## config.mk

```make
export PLATFORM = sky130hd
export DESIGN_NAME = count_limit_monitor_flat
export DESIGN_NICKNAME = d
export VERILOG_FILES = /design/src/rtl/count_limit_monitor_if.sv /design/src/rtl/count_limit_monitor.sv /design/src/flat_wrapper.sv
export SDC_FILE = /design/constraint.sdc
export NUM_CORES = 1
export LEC_CHECK = 0
export BUFFER_PORTS_ARGS = -buffer_cell sky130_fd_sc_hd__buf_2
export CAP_MARGIN = 20
export CORE_MARGIN = 2
export CORE_UTILIZATION = 35
export DETAILED_ROUTE_END_ITERATION = 10
export GPL_TIMING_DRIVEN = 0
export MAX_ROUTING_LAYER = met4
export RECOVER_POWER = 25
export SYNTH_ARGS = -nofsm -noshare
export SYNTH_HDL_FRONTEND = slang
export SYNTH_SLANG_ARGS = --single-unit
```

## constraint.sdc

```tcl
create_clock -name clk -period 2.13 [get_ports clk]
set_input_delay 0.426 -clock clk [delete_from_list [all_inputs] [get_ports clk]]
set_output_delay 0.426 -clock clk [all_outputs]
set_load 0.03 [all_outputs]
```

## src/rtl/count_limit_monitor_if.sv

```systemverilog
// Observation bus between a saturating counter and its limit monitor.
interface count_limit_monitor_if #(
    parameter int unsigned WIDTH  = 3,
    parameter int unsigned SCNT_W = 8
) ();

    logic              in_valid;
    logic [WIDTH-1:0]  in_count;
    logic              clear;
    logic              sat_pulse;
    logic              at_limit;
    logic              err;
    logic [1:0]        err_code;
    logic [WIDTH-1:0]  err_value;
    logic [SCNT_W-1:0] sample_cnt;

    // Side that presents samples and reads status
    modport master (
        output in_valid,
        output in_count,
        output clear,
        input  sat_pulse,
        input  at_limit,
        input  err,
        input  err_code,
        input  err_value,
        input  sample_cnt
    );

    // Monitor side
    modport slave (
        input  in_valid,
        input  in_count,
        input  clear,
        output sat_pulse,
        output at_limit,
        output err,
        output err_code,
        output err_value,
        output sample_cnt
    );

endinterface

```

## src/rtl/count_limit_monitor.sv

```systemverilog
// Observational checker for a counts-to-LIMIT saturating counter: flags
// overshoot, illegal steps and illegal exits from saturation, latching the
// first violation in sticky status registers.
module count_limit_monitor #(
    parameter int unsigned WIDTH  = 3,
    parameter int unsigned LIMIT  = 3,
    parameter int unsigned SCNT_W = 8
) (
    input  logic                  clk,
    input  logic                  resetn,
    count_limit_monitor_if.slave  mon
);

    localparam int unsigned CODE_W = 2;
    localparam int unsigned STEP_W = WIDTH + 1;

    localparam logic [CODE_W-1:0] CODE_NONE    = CODE_W'(0);
    localparam logic [CODE_W-1:0] CODE_OVER    = CODE_W'(1);
    localparam logic [CODE_W-1:0] CODE_JUMP    = CODE_W'(2);
    localparam logic [CODE_W-1:0] CODE_POSTSAT = CODE_W'(3);

    localparam logic [WIDTH-1:0]  LIMIT_V  = WIDTH'(LIMIT);
    localparam logic [SCNT_W-1:0] SCNT_MAX = {SCNT_W{1'b1}};

    typedef enum logic [1:0] {
        ST_IDLE  = 2'd0,
        ST_TRACK = 2'd1,
        ST_SAT   = 2'd2,
        ST_ERROR = 2'd3
    } state_e;

    state_e              state_q,      state_d;
    logic [WIDTH-1:0]    prev_q,       prev_d;
    logic                sat_pulse_q,  sat_pulse_d;
    logic                at_limit_q,   at_limit_d;
    logic                err_q,        err_d;
    logic [CODE_W-1:0]   err_code_q,   err_code_d;
    logic [WIDTH-1:0]    err_value_q,  err_value_d;
    logic [SCNT_W-1:0]   sample_cnt_q, sample_cnt_d;

    logic                viol;
    logic [CODE_W-1:0]   viol_code;
    logic                is_over;
    logic                is_limit;
    logic                is_zero;
    logic                is_hold;
    logic                is_step;

    // Sample classification; the +1 step is widened so prev=all-ones cannot wrap
    always_comb begin
        is_over  = (mon.in_count > LIMIT_V);
        is_limit = (mon.in_count == LIMIT_V);
        is_zero  = (mon.in_count == '0);
        is_hold  = (mon.in_count == prev_q);
        is_step  = ({1'b0, mon.in_count} == ({1'b0, prev_q} + STEP_W'(1)));
    end

    // Next-state and status update for one observed sample
    always_comb begin
        state_d      = state_q;
        prev_d       = prev_q;
        sat_pulse_d  = 1'b0;
        err_d        = err_q;
        err_code_d   = err_code_q;
        err_value_d  = err_value_q;
        sample_cnt_d = sample_cnt_q;
        viol         = 1'b0;
        viol_code    = CODE_NONE;

        if (mon.clear) begin
            state_d      = ST_IDLE;
            prev_d       = '0;
            err_d        = 1'b0;
            err_code_d   = CODE_NONE;
            err_value_d  = '0;
            sample_cnt_d = '0;
        end else if (mon.in_valid && (state_q != ST_ERROR)) begin
            if (sample_cnt_q != SCNT_MAX) begin
                sample_cnt_d = sample_cnt_q + SCNT_W'(1);
            end

            if (is_over) begin
                viol      = 1'b1;
                viol_code = CODE_OVER;
            end else begin
                unique case (state_q)
                    ST_IDLE: begin
                        state_d = is_limit ? ST_SAT : ST_TRACK;
                    end
                    ST_TRACK: begin
                        if (is_hold || is_step) begin
                            state_d = is_limit ? ST_SAT : ST_TRACK;
                        end else if (is_zero) begin
                            state_d = ST_TRACK;
                        end else begin
                            viol      = 1'b1;
                            viol_code = CODE_JUMP;
                        end
                    end
                    ST_SAT: begin
                        if (is_limit) begin
                            state_d = ST_SAT;
                        end else if (is_zero) begin
                            state_d = ST_TRACK;
                        end else begin
                            viol      = 1'b1;
                            viol_code = CODE_POSTSAT;
                        end
                    end
                    default: begin
                        state_d = state_q;
                    end
                endcase
            end

            if (viol) begin
                state_d     = ST_ERROR;
                err_d       = 1'b1;
                err_code_d  = viol_code;
                err_value_d = mon.in_count;
            end else begin
                prev_d = mon.in_count;
            end

            sat_pulse_d = (state_d == ST_SAT) && (state_q != ST_SAT);
        end

        at_limit_d = (state_d == ST_SAT);
    end

    // State and status registers with synchronous active-low reset
    always_ff @(posedge clk) begin
        if (!resetn) begin
            state_q      <= ST_IDLE;
            prev_q       <= '0;
            sat_pulse_q  <= 1'b0;
            at_limit_q   <= 1'b0;
            err_q        <= 1'b0;
            err_code_q   <= CODE_NONE;
            err_value_q  <= '0;
            sample_cnt_q <= '0;
        end else begin
            state_q      <= state_d;
            prev_q       <= prev_d;
            sat_pulse_q  <= sat_pulse_d;
            at_limit_q   <= at_limit_d;
            err_q        <= err_d;
            err_code_q   <= err_code_d;
            err_value_q  <= err_value_d;
            sample_cnt_q <= sample_cnt_d;
        end
    end

    assign mon.sat_pulse  = sat_pulse_q;
    assign mon.at_limit   = at_limit_q;
    assign mon.err        = err_q;
    assign mon.err_code   = err_code_q;
    assign mon.err_value  = err_value_q;
    assign mon.sample_cnt = sample_cnt_q;

endmodule
```

## src/flat_wrapper.sv

```systemverilog
// flat-port wrapper written by rule: the top's interface ports become plain ports
module count_limit_monitor_flat 
#(
    parameter int unsigned WIDTH  = 3,
    parameter int unsigned LIMIT  = 3,
    parameter int unsigned SCNT_W = 8
)
  (clk, resetn, mon_in_valid, mon_in_count, mon_clear, mon_sat_pulse, mon_at_limit, mon_err, mon_err_code, mon_err_value, mon_sample_cnt);
  count_limit_monitor_if #(.WIDTH(WIDTH), .SCNT_W(SCNT_W)) mon_i ();
  input  logic clk;
  input  logic resetn;
  input wire logic [$bits(mon_i.in_valid)-1:0] mon_in_valid;
  input wire logic [$bits(mon_i.in_count)-1:0] mon_in_count;
  input wire logic [$bits(mon_i.clear)-1:0] mon_clear;
  output wire logic [$bits(mon_i.sat_pulse)-1:0] mon_sat_pulse;
  output wire logic [$bits(mon_i.at_limit)-1:0] mon_at_limit;
  output wire logic [$bits(mon_i.err)-1:0] mon_err;
  output wire logic [$bits(mon_i.err_code)-1:0] mon_err_code;
  output wire logic [$bits(mon_i.err_value)-1:0] mon_err_value;
  output wire logic [$bits(mon_i.sample_cnt)-1:0] mon_sample_cnt;
  assign mon_i.in_valid = mon_in_valid;
  assign mon_i.in_count = mon_in_count;
  assign mon_i.clear = mon_clear;
  assign mon_sat_pulse = mon_i.sat_pulse;
  assign mon_at_limit = mon_i.at_limit;
  assign mon_err = mon_i.err;
  assign mon_err_code = mon_i.err_code;
  assign mon_err_value = mon_i.err_value;
  assign mon_sample_cnt = mon_i.sample_cnt;
  count_limit_monitor #(.WIDTH(WIDTH), .LIMIT(LIMIT), .SCNT_W(SCNT_W)) u_core (.clk(clk), .resetn(resetn), .mon(mon_i));
endmodule
```

# ---- After elaboration in Yosys (flattened, before gate mapping)
# Index checks and enable logic that the tools add are counted.
dict set report op_classes {
  addsub 2
  mul 0
  div 0
  n_lt_le_gt_ge 1
  n_eq_ne 10
  shift 0
  n_mux 24
  bitwise_logic 3
  n_reduce_logical 10
}
# op n
set ops {}
lappend ops {{2-to-1 mux 2 bit} 15}
lappend ops {{adder 8 x 1 -> 8 bit, second input constant} 1}
lappend ops {{inequality test 8 bit, second input constant} 1}
lappend ops {{== test 2 bit, second input constant} 3}
lappend ops {{2-to-1 mux 1 bit} 6}
lappend ops {{case mux 2 bit (3 select lines)} 1}
lappend ops {{AND reduction 2 bit} 3}
lappend ops {{adder 3 x 1 -> 4 bit, second input constant} 1}
lappend ops {{== test 3 x 4 -> 1 bit} 1}
lappend ops {{inequality test 2 bit, second input constant} 2}
lappend ops {{case mux 2 bit (2 select lines)} 1}
lappend ops {{== test 3 x 2 -> 1 bit, second input constant} 1}
lappend ops {{== test 3 bit} 1}
lappend ops {{> comparator 3 x 2 -> 1 bit, second input constant} 1}
lappend ops {{zero test 3 bit} 1}
lappend ops {{inverter 1 bit} 3}
lappend ops {{OR reduction 3 bit} 1}
lappend ops {{== test 2 x 1 -> 1 bit, second input constant} 1}
lappend ops {{logical AND 1 bit} 2}
lappend ops {{zero test 2 bit} 1}
lappend ops {{case mux 1 bit (2 select lines)} 1}
lappend ops {{OR reduction 2 bit} 1}
lappend ops {{logical OR 1 bit} 1}
dict set report word_totals {
  reg_bits 21
  latch_bits 0
  ramBits 0
  mem_bits_ro 0
  in_bits 7
  out_inout_bits 16
  elab_cells 58
  memories 0
}

# ---- Logic depth before layout (Yosys ltp)
# Gate-level depths: netlist (run 1).
dict set report depth {
  word_depth 14
  mapped_depth 8
  depth_no_buf 8
}

# ---- Worst setup path before layout (run 1)
# Ideal clock, no wire load.
dict set report synth_path {
  path_type {input-to-reg}
  start {in mon_in_count[1]}
  end {reg u_core.sat_pulse_q (netlist: u_core.mon.sat_pulse)}
  arrival_ns 2.023
  t_required_ns 2.027
  slack_ns 0.004
  stages 7
  path_cell_list {buf_4 xnor2_1 and3_1 o21bai_4 or4_1 a311o_1 a2111oi_2}
}
dict set report synth_via {
  elab_chain_len 12
}
# item line_no
set synth_rtl {}
lappend synth_rtl {{from (decl)} flat_wrapper.sv:13} ;# input wire logic [$bits(mon_i.in_count)-1:0] mon_in_count;
lappend synth_rtl {{== test 3 x 4 -> 1 bit, or another cell as far along} count_limit_monitor.sv:55} ;# is_step = ({1'b0, mon.in_count} == ({1'b0, prev_q} + STEP_W'(1)));
lappend synth_rtl {{logical OR 1 bit or 2-to-1 mux 1 bit (tied branches)} {count_limit_monitor.sv:91, count_limit_monitor.sv:93, count_limit_monitor.sv:103}}
lappend synth_rtl {{2-to-1 mux 1 bit, on equally long branches} {count_limit_monitor.sv:91, count_limit_monitor.sv:101}}
lappend synth_rtl {{case mux 1 bit (2 select lines)} count_limit_monitor.sv:86} ;# unique case (state_q)
lappend synth_rtl {{2-to-1 mux 1 bit} count_limit_monitor.sv:82} ;# if (is_over) begin
lappend synth_rtl {{2-to-1 mux 1 bit} count_limit_monitor.sv:77} ;# end else if (mon.in_valid && (state_q != ST_ERROR)) begin
lappend synth_rtl {{2-to-1 mux 1 bit} count_limit_monitor.sv:70} ;# if (mon.clear) begin
lappend synth_rtl {{2-to-1 mux 2 bit (*)} count_limit_monitor.sv:116} ;# if (viol) begin
lappend synth_rtl {{2-to-1 mux 2 bit (*)} count_limit_monitor.sv:77}
lappend synth_rtl {{2-to-1 mux 2 bit (*)} count_limit_monitor.sv:70}
lappend synth_rtl {{== test 2 bit (*)} count_limit_monitor.sv:125} ;# sat_pulse_d = (state_d == ST_SAT) && (state_q != ST_SAT);
lappend synth_rtl {{logical AND 1 bit (*)} count_limit_monitor.sv:125}
lappend synth_rtl {{to (signal assigned)} count_limit_monitor.sv:145} ;# sat_pulse_q <= sat_pulse_d;
lappend synth_rtl {{to (decl)} count_limit_monitor.sv:34} ;# logic sat_pulse_q, sat_pulse_d;
# Mark *: on every way between the ends. The rest lies on a longest branch, timed or not. The select of a mux whose other input is x is not followed.
# A chain may end at the register's enable or synchronous reset.

# ---- Worst setup path in the final report (run 1)
dict set report layout_path {
  start {reg u_core.prev_q[0]}
  end {reg u_core.state_q[0]}
}
dict set report layout_via {
  elab_chain_len 13
}
# item line_no
set layout_rtl {}
lappend layout_rtl {{from (decl)} count_limit_monitor.sv:33} ;# logic [WIDTH-1:0] prev_q, prev_d;
lappend layout_rtl {{from (signal assigned)} count_limit_monitor.sv:144} ;# prev_q <= prev_d;
lappend layout_rtl {{adder 3 x 1 -> 4 bit} count_limit_monitor.sv:55}
lappend layout_rtl {{== test 3 x 4 -> 1 bit} count_limit_monitor.sv:55}
lappend layout_rtl {{logical OR 1 bit (*)} count_limit_monitor.sv:91} ;# if (is_hold || is_step) begin
lappend layout_rtl {{2-to-1 mux 1 bit} count_limit_monitor.sv:91}
lappend layout_rtl {{case mux 1 bit (2 select lines)} count_limit_monitor.sv:86}
lappend layout_rtl {{2-to-1 mux 1 bit} count_limit_monitor.sv:82}
lappend layout_rtl {{2-to-1 mux 1 bit} count_limit_monitor.sv:77}
lappend layout_rtl {{2-to-1 mux 1 bit} count_limit_monitor.sv:70}
lappend layout_rtl {{2-to-1 mux 2 bit (*)} count_limit_monitor.sv:116}
lappend layout_rtl {{2-to-1 mux 2 bit (*)} count_limit_monitor.sv:77}
lappend layout_rtl {{2-to-1 mux 2 bit (*)} count_limit_monitor.sv:70}
lappend layout_rtl {{2-to-1 mux 2 bit (*)} count_limit_monitor.sv:77}
lappend layout_rtl {{2-to-1 mux 2 bit (*)} count_limit_monitor.sv:70}
lappend layout_rtl {{to (signal assigned)} count_limit_monitor.sv:143} ;# state_q <= state_d;
lappend layout_rtl {{to (decl)} count_limit_monitor.sv:32} ;# state_e state_q, state_d;
# Marked as above.

==> flow_summary.toml, run 1 <==
[run_status]
status = "finished with violations"
violations = "negative setup slack"

[placement]
place_ws_ps = -296
placed_cell_area_mm2 = 0.00141
place_hpwl_um = 2270
place_inst = 220
port-buffer-count = 20
gp_congestion = 0.847

[synth]
synthArstFlopShare_pct = 0
synthDistinctLibCells = 37
netlist_area_mm2 = 0.00125
synth_compound_area_share_pct = 18.7
synth_top_area_cell = "dfxtp_1"
synthTopCellsByArea = "dfxtp_1, nor2_1, ha_1, mux2i_1, xor2_1"
synth_top_family_by_area = "simple AND/OR/NAND/NOR gates"
syn_nets = 167
netlist.area_leader.share_pct = 33.6
synth_cells = 154
synthAdderAreaFrac_pct = 6.00
muxShareOfSynthArea_pct = 4.80
synth-xor-area-share_pct = 7.70
synth-edff-count = 0
synth-seq-cells = 21
synth_area_per_cell_um2 = 8.12
ys.flop_type = "dfxtp_1"
yosysWarnings = 0
yosys.area_share.simple_pct = 25.0
seq_area_frac_synth_pct = 33.6

[timing]
drv_slew = 0
tns_ps = -448
finalSetupViolations = 3
slew_headroom_pct = 66.8
tightest_slew_ps = 498
grt_setup_unrepaired = "yes"
period_share_pct = 108
hold_slack_ps = 435
hold_violations = 0
fin_worst_skew_ps = 5.65
finalCriticalPeriod_ps = 2300
layout_setup_ws_ps = -165
fmax_ghz = 0.436

[worst_hold_path]
hp-class = "primary input to register"

[route]
drt_wl_total_um = 3140
wire_per_inst_um = 13.6
drc = 0
postRouteAntennaNets = 0
dr.pass1.iters = 4
vias = 1261
vias_per_cell = 5.48
dr.first_iter.drc_count = 99

[setup_path]
critPathTopFamily = "compound AO/OA/AOI/OAI gates"
arrival_ps = 2500
crit_buf_inv = 2
crit_path_start_kind = "register"
path_class = "register to register"
cp-end-kind = "register"
crit_chain = "ha_4, xor2_2, a211o_1, o21bai_4, buf_6, nand2_1, a311o_1, buf_4, and3_4"
crit_required_ps = 2340
slowest_stage = "a311o_1"
slowest_delay_ps = 410
worstPathMaxFanout = 3

[finish]
nNetsFinal = 198
final-instance-count-excl-fill = 230
drive_gt1_share_pct = 22.3
syn2layout_area_growth_pct = 24.2
diodes = 0
final_area_mm2 = 0.00155
post-route-util_pct = 45.8

[power]
leakagePower_nw = 0.600
peakVddDrop_uv = 476
power.total_mw = 0.756
power_density_mw_per_mm2 = 486

[grt]
grt_pass1_vias = 1155
track_usage_pct = 16.5
overflow = 0
grt_max_degree = 14
grt_pass1_wl_um = 5220
antenna_found_initial = 0

[run]
maxCapViolCount = 0

[floorplan]
die_x_um = 63.8
io-pin-count = 23
initial_core_util_pct = 36.9
fp.coreArea_mm2 = 0.00339
die-height_um = 63.8
dieArea_mm2 = 0.00407
rows = 21

[cts]
htree_num_levels = 1
holdBufCountCts = 0
clockBufferDepth = 2
clkLatencyLatePin_ps = 300
cts.sinks = 21
cts_buffers = 3
cts_tree = "built"
clk_pin_slew_ps = 120
cts_root_buf = "clkbuf_4"
worst reg2reg max path, cell delays in order (launching register included):
cell and delay (ps):
dfxtp_4 370, ha_4 240, xor2_2 170, a211o_1 320, o21bai_4 200, buf_6 130, nand2_1 40, a311o_1 410
buf_4 160, and3_4 150
cells in the mapped netlist, types with 3 or more instances:
cell / count
dfxtp_1: 21
a21oi_1: 8
xor2_1: 6
clkbuf_1: 5
inv_1: 5
nand2_1: 12
o21ai_0: 9
or3_1: 3
nand3_1: 8
ha_1: 6
nand4_1: 5
xnor2_1: 5
nand2b_1: 4
mux2i_1: 6
and3_1: 4
nor2_1: 21
nor3_1: 3
what timing repair did:
item | CTS | global route
pin swaps | 7 | 3
resized for setup | 14 | 4
buffers inserted | 6 | 0
endpoints found under the setup margin | 13 | 10
path summary, 6_finish.rpt:
kind                                         from                              endpoint  slack (ps)  depth (start not counted)
max                 u_core.prev_q[0]$_SDFFE_PP0P_          u_core.state_q[0]$_SDFF_PN0_        -170                          9
min                                     mon_clear          u_core.state_q[0]$_SDFF_PN0_         430                          3
max reg2reg         u_core.prev_q[0]$_SDFFE_PP0P_          u_core.state_q[0]$_SDFF_PN0_        -170                          9
min reg2reg  u_core.mon.err_value[2]$_SDFFE_PP0P_  u_core.mon.err_value[2]$_SDFFE_PP0P_         480                          2
cell families (layout without fill, tap and decap cells):
kind of cell	count (synthesis)	count (layout)
AOI/OAI and AO/OA	33	33
adders and majority gates	6	6
buffers and inverters	12	42
muxes	6	6
and+or+nand+nor	65	65
DFF	21	21
xor gates and xnor gates	11	11
metal layers:
layer / track usage (%) / wire length [µm]
met2: 26.2 / 1570
met1: 20.5 / 1340
met4: 5.98 / 68
met3: 3.70 / 157
met5: - / 0
cell type report:
type / instances / area [µm²]
Buffer: 7 / 33.8
Clock buffer: 3 / 22.5
Clock inverter: 1 / 7.51
Fill cell: 345 / 1840
Inverter: 5 / 18.8
Multi-Input combinational cell: 121 / 842
Sequential cell: 21 / 430
Tap cell: 46 / 57.6
Timing Repair Buffer: 26 / 141
flip-flops by register name, summed over array words and instances, names as in the netlist:
name and count:
u_core.mon.sample_cnt 8, u_core.mon.at_limit 1, u_core.state_q 2, u_core.prev_q 3, u_core.mon.err_value 3, u_core.mon.err 1, u_core.mon.err_code 2, u_core.mon.sat_pulse 1
cell usage in the layout (no fill, tap or decap), types with 2 or more instances in the layout:
cell type	Yosys	routed
nand4_1	5	5
nor3_1	3	3
buf_4	2	7
dfxtp_4	0	2
dfxtp_1	21	17
ha_1	6	5
or3_1	3	3
a21oi_1	8	7
o21ai_0	9	8
nand2_1	12	12
nand3_1	8	8
xor2_1	6	5
clkbuf_4	0	3
clkbuf_1	5	11
inv_1	5	5
and3_1	4	3
dfxtp_2	0	2
buf_2	0	14
nand2b_1	4	4
xnor2_1	5	4
mux2i_1	6	6
nor2_1	21	21
power breakdown:
part	internal [mW]	total (mW)	switching [mW]
registers	0.399	0.407	0.00765
logic	0.0629	0.155	0.0920
clock network	0.0715	0.194	0.123
total	0.533	0.756	0.222
Power figures use the tool's default switching activity.
==> run 2, diff against run 1 <==
clock period = 2.1 ns   (was 2.13 ns; I/O delays follow)
==> flow_summary.toml, run 2 (synthesis results as in run 1) <==
[run_status]
status = "finished with violations"
violations = "negative setup slack"

[floorplan]
rows = 21
io-pin-count = 23
die-height_um = 63.8
die_x_um = 63.8
initial_core_util_pct = 36.9
dieArea_mm2 = 0.00407
fp.coreArea_mm2 = 0.00339

[finish]
seq_area_um2 = 430
diodes = 0
multi_input_area_um2 = 855
nNetsFinal = 202
layout_commonest_cell = "nor2_1"
largest_register_ffs = 8
post-route-util_pct = 46.9
drive_gt1_share_pct = 25.0
syn2layout_area_growth_pct = 27.0
layout_common_cells = "nor2_1, dfxtp_1, buf_2"
n_fill_cell = 358

[power]
seqPwrFrac_pct = 53.2
power.switching_mw = 0.232
pwr-share-clk_pct = 25.8
leakagePower_nw = 0.627
p_int_mw = 0.543
peakVddDrop_uv = 270
comb_power_share_pct = 21.0
power_density_mw_per_mm2 = 488
swShare_pct = 29.9
power.total_mw = 0.775

[run]
maxCapViolCount = 0

[setup_path]
cp-end-kind = "register"
crit_path_start_kind = "register"
reg2reg_slack_ps = -70
cp-startpoint = "u_core.prev_q[0]$_SDFFE_PP0P_"
arrival_ps = 2380
worstPathMaxFanout = 3
rr_startpoint = "u_core.prev_q[0]$_SDFFE_PP0P_"
r2r_cells = 7
cp-endpoint = "u_core.mon.sat_pulse$_SDFF_PP0_"
crit_required_ps = 2310
worstReg2RegEnd = "u_core.mon.sat_pulse$_SDFF_PP0_"
path_class = "register to register"

[worst_hold_path]
hp-class = "primary input to register"
worstHoldStart = "mon_clear"
hold_depth = 3

[grt]
grt_max_degree = 13
overflow = 0
grt_pass1_wl_um = 5730
track_usage_pct = 17.8
grt_pass1_vias = 1232
antenna_found_initial = 0

[cts]
clkLatencyLatePin_ps = 310
cts.sinks = 21
cts_tree = "built"
clockBufferDepth = 2
holdBufCountCts = 0
htree_num_levels = 1
clk_pin_slew_ps = 140
cts_root_buf = "clkbuf_4"
cts_buffers = 3

[timing]
layout_setup_ws_ps = -67.5
grt_setup_unrepaired = "yes"
tns_ps = -123
drv_slew = 0
finalCriticalPeriod_ps = 2170
finalSetupViolations = 2
period_share_pct = 103
fmax_ghz = 0.461
fin_worst_skew_ps = 20.9
hold_slack_ps = 406
slew_headroom_pct = 66.5
hold_violations = 0
tightest_slew_ps = 503

[placement]
gp_congestion = 0.859
port-buffer-count = 20
place_hpwl_um = 2280

[route]
dr.pass1.iters = 4
vias_per_cell = 5.32
drt_wl_total_um = 3260
postRouteAntennaNets = 0
vias = 1245
dr.first_iter.drc_count = 69
drc = 0
wire_per_inst_um = 13.9
run 2: area by class of cell:
class	count	share of cell area [%]
inverter	5	1.18
timing repair buffer	30	10.5
clock buffer	3	1.42
multi-input combinational	121	53.8
buffer	7	2.13
tap	46	3.62
clock inverter	1	0.315
sequential	21	27.1
run 2: routing by layer:
metal  track usage (%)  up-vias  part of all wire, %
li1                  -      616                    -
met1              24.1      581                   45
met2              26.0       44                   49
met3              2.82        4                  5.2
met4              8.42        0                  1.0
met5                 -        -                    0
run 2: what timing repair did:
item                       4_1_cts  5_1_grt
pin swaps                        3        5
gates resized for setup         12        9
buffers inserted                 6        4
setup endpoints to repair       13       13
run 2: worst min-delay path by stage:
stage | to | slack, ps
6_report | u_core.state_q[0]$_SDFF_PN0_ | 410
5_1_grt | u_core.state_q[0]$_SDFF_PN0_ | 420
4_1_cts | u_core.state_q[0]$_SDFF_PN0_ | 410
3_5_place_dp | u_core.mon.err_code[1]$_SDFFE_PP0P_ | 460
3_3_place_gp | u_core.mon.err$_SDFFE_PP0P_ | 450
2_1_floorplan | u_core.prev_q[2]$_SDFFE_PP0P_ | 520
run 2: power by group through the flow:
| stage | Sequential, mW | Combinational [mW] | Clock (mW) |
|---|---|---|---|
| after floorplan | 0.432 | 0.0894 | 0 |
| after global placement | 0.422 | 0.128 | 0 |
| after detailed placement | 0.423 | 0.131 | 0 |
| after CTS | 0.413 | 0.147 | 0.205 |
| after global routing | 0.414 | 0.178 | 0.223 |
| final | 0.413 | 0.163 | 0.200 |
run 2: per-stage QoR:
step,instances,setup WS (ps),instance area [µm²]
global placement,220,-241,1410
CTS,230,-79.0,1530
global route,234,-170,1590
finish,234,-67.5,1590
detailed placement,220,-246,1410
floorplan,154,18.4,1250
run 2: critical path, cell delays in order, from the launching register on:
cell and delay, ps:
dfxtp_4 370, ha_4 260, xor2_2 150, a211o_1 190, o21bai_4 90, or4_4 410, a311o_1 360, a2111oi_2 250
==> run 3, diff against run 2 <==
CORE_UTILIZATION = 49   (was 35)
PLACE_DENSITY = 0.74   (was unset)
RECOVER_POWER = unset   (was 25)
==> flow_summary.toml, run 3 (synthesis results as in run 1) <==
[timing]
tightest_slew_ps = 463
layout_setup_ws_ps = -95.2
finalSetupViolations = 4
slew_headroom_pct = 69.1
period_share_pct = 105
hold_violations = 0
drv_slew = 0
finalCriticalPeriod_ps = 2200
grt_setup_unrepaired = "yes"
fmax_ghz = 0.456
fin_worst_skew_ps = 1.34

[worst_hold_path]
hp-class = "primary input to register"

[grt]
overflow = 0
grt_max_degree = 13
grt_pass1_vias = 1143
antenna_found_initial = 0
track_usage_pct = 25.2
grt_pass1_wl_um = 5250

[cts]
cts_tree = "built"
cts_root_buf = "clkbuf_4"
cts_buffers = 3
clockBufferDepth = 2
clk_pin_slew_ps = 120
htree_num_levels = 1
cts.sinks = 21
clkLatencyLatePin_ps = 300

[route]
met1Wirelength_um = 1390
drc = 0
wl_met2_um = 1530
wl_met3_um = 190
dr.pass1.iters = 4
vias_per_cell = 5.87
drt_wl_total_um = 3180
dr.first_iter.drc_count = 40
top_layer = "met4"
postRouteAntennaNets = 0
vias = 1257
wire_per_inst_um = 14.9

[finish]
drive_gt1_share_pct = 26.1
post-route-util_pct = 62.2
diodes = 0
largest_register_ffs = 8
nNetsFinal = 198
layout_common_cells = "nor2_1, buf_2, dfxtp_1"
final_area_mm2 = 0.00153
syn2layout_area_growth_pct = 22.0
layout_commonest_cell = "nor2_1"

[power]
leakagePower_nw = 0.637
peakVddDrop_uv = 400
power.total_mw = 0.769
power_density_mw_per_mm2 = 503

[setup_path]
worstPathMaxFanout = 3
path_class = "register to register"
crit_required_ps = 2310
arrival_ps = 2400
crit_path_start_kind = "register"
cp-end-kind = "register"

[placement]
port-buffer-count = 20
place_hpwl_um = 2260
placed_cell_area_mm2 = 0.00139
gp_congestion = 0.901
place_ws_ps = -349

[floorplan]
die-height_um = 54.5
dieArea_mm2 = 0.00297
io-pin-count = 23
initial_core_util_pct = 51.0
die_x_um = 54.5
fp.coreArea_mm2 = 0.00245
rows = 18

[run_status]
violations = "negative setup slack"
status = "finished with violations"

[run]
maxCapViolCount = 0
-- run 3: where the power goes --
part,switching (mW),internal (mW),total [mW],leakage [nW]
registers,0.00816,0.406,0.414,0.172
logic,0.0942,0.0659,0.160,0.447
clock network,0.123,0.0711,0.195,0.0177
-- run 3: worst paths after layout --
kind,startpoint,end,slack (ps),depth (start not counted)
max,u_core.prev_q[0]$_SDFFE_PP0P_,u_core.mon.sat_pulse$_SDFF_PP0_,-100,7
min,mon_clear,u_core.state_q[0]$_SDFF_PN0_,460,3
max reg2reg,u_core.prev_q[0]$_SDFFE_PP0P_,u_core.mon.sat_pulse$_SDFF_PP0_,-100,7
min reg2reg,u_core.mon.err_value[2]$_SDFFE_PP0P_,u_core.mon.err_value[2]$_SDFFE_PP0P_,500,2
-- run 3: metal layers --
layer	vias to the layer above	global-route usage, %
met5	-	-
met4	0	7.08
met3	11	4.10
met2	54	42.8
met1	581	30.8
li1	611	-
-- run 3: metrics by stage --
step           cells  setup TNS, ps  hold slack, ps
2_1_floorplan    154              0             523
3_3_place_gp     204          -1610             450
3_5_place_dp     204          -2270             476
4_1_cts          212          -59.0             462
5_1_grt          214           -580             469
6_report         214           -205             465
-- run 3: worst max-delay path, cell delays in order, from the launching register on --
cell	delay, ps
dfxtp_4	370
ha_4	270
xor2_2	150
a211o_1	190
o21bai_4	80
or4_4	430
a311o_1	390
a2111oi_2	220
-- run 3: layout make-up --
class                   instances  area (µm²)
plain buffers                   7        33.8
clock inverters                 1        5.00
well taps                      30        37.5
fillers                       220         928
inverters                       5        18.8
clock buffers                   3        22.5
flip-flops and latches         21         428
repair buffers                 26         145
multi-input cells             121         836
-- run 3: timing repair --
action / in CTS / in global routing
pin swaps: 2 / 1
buffers inserted: 4 / 2
resized for setup: 10 / 7
endpoints found under the setup margin: 13 / 13
hold buffers: 0 / 0
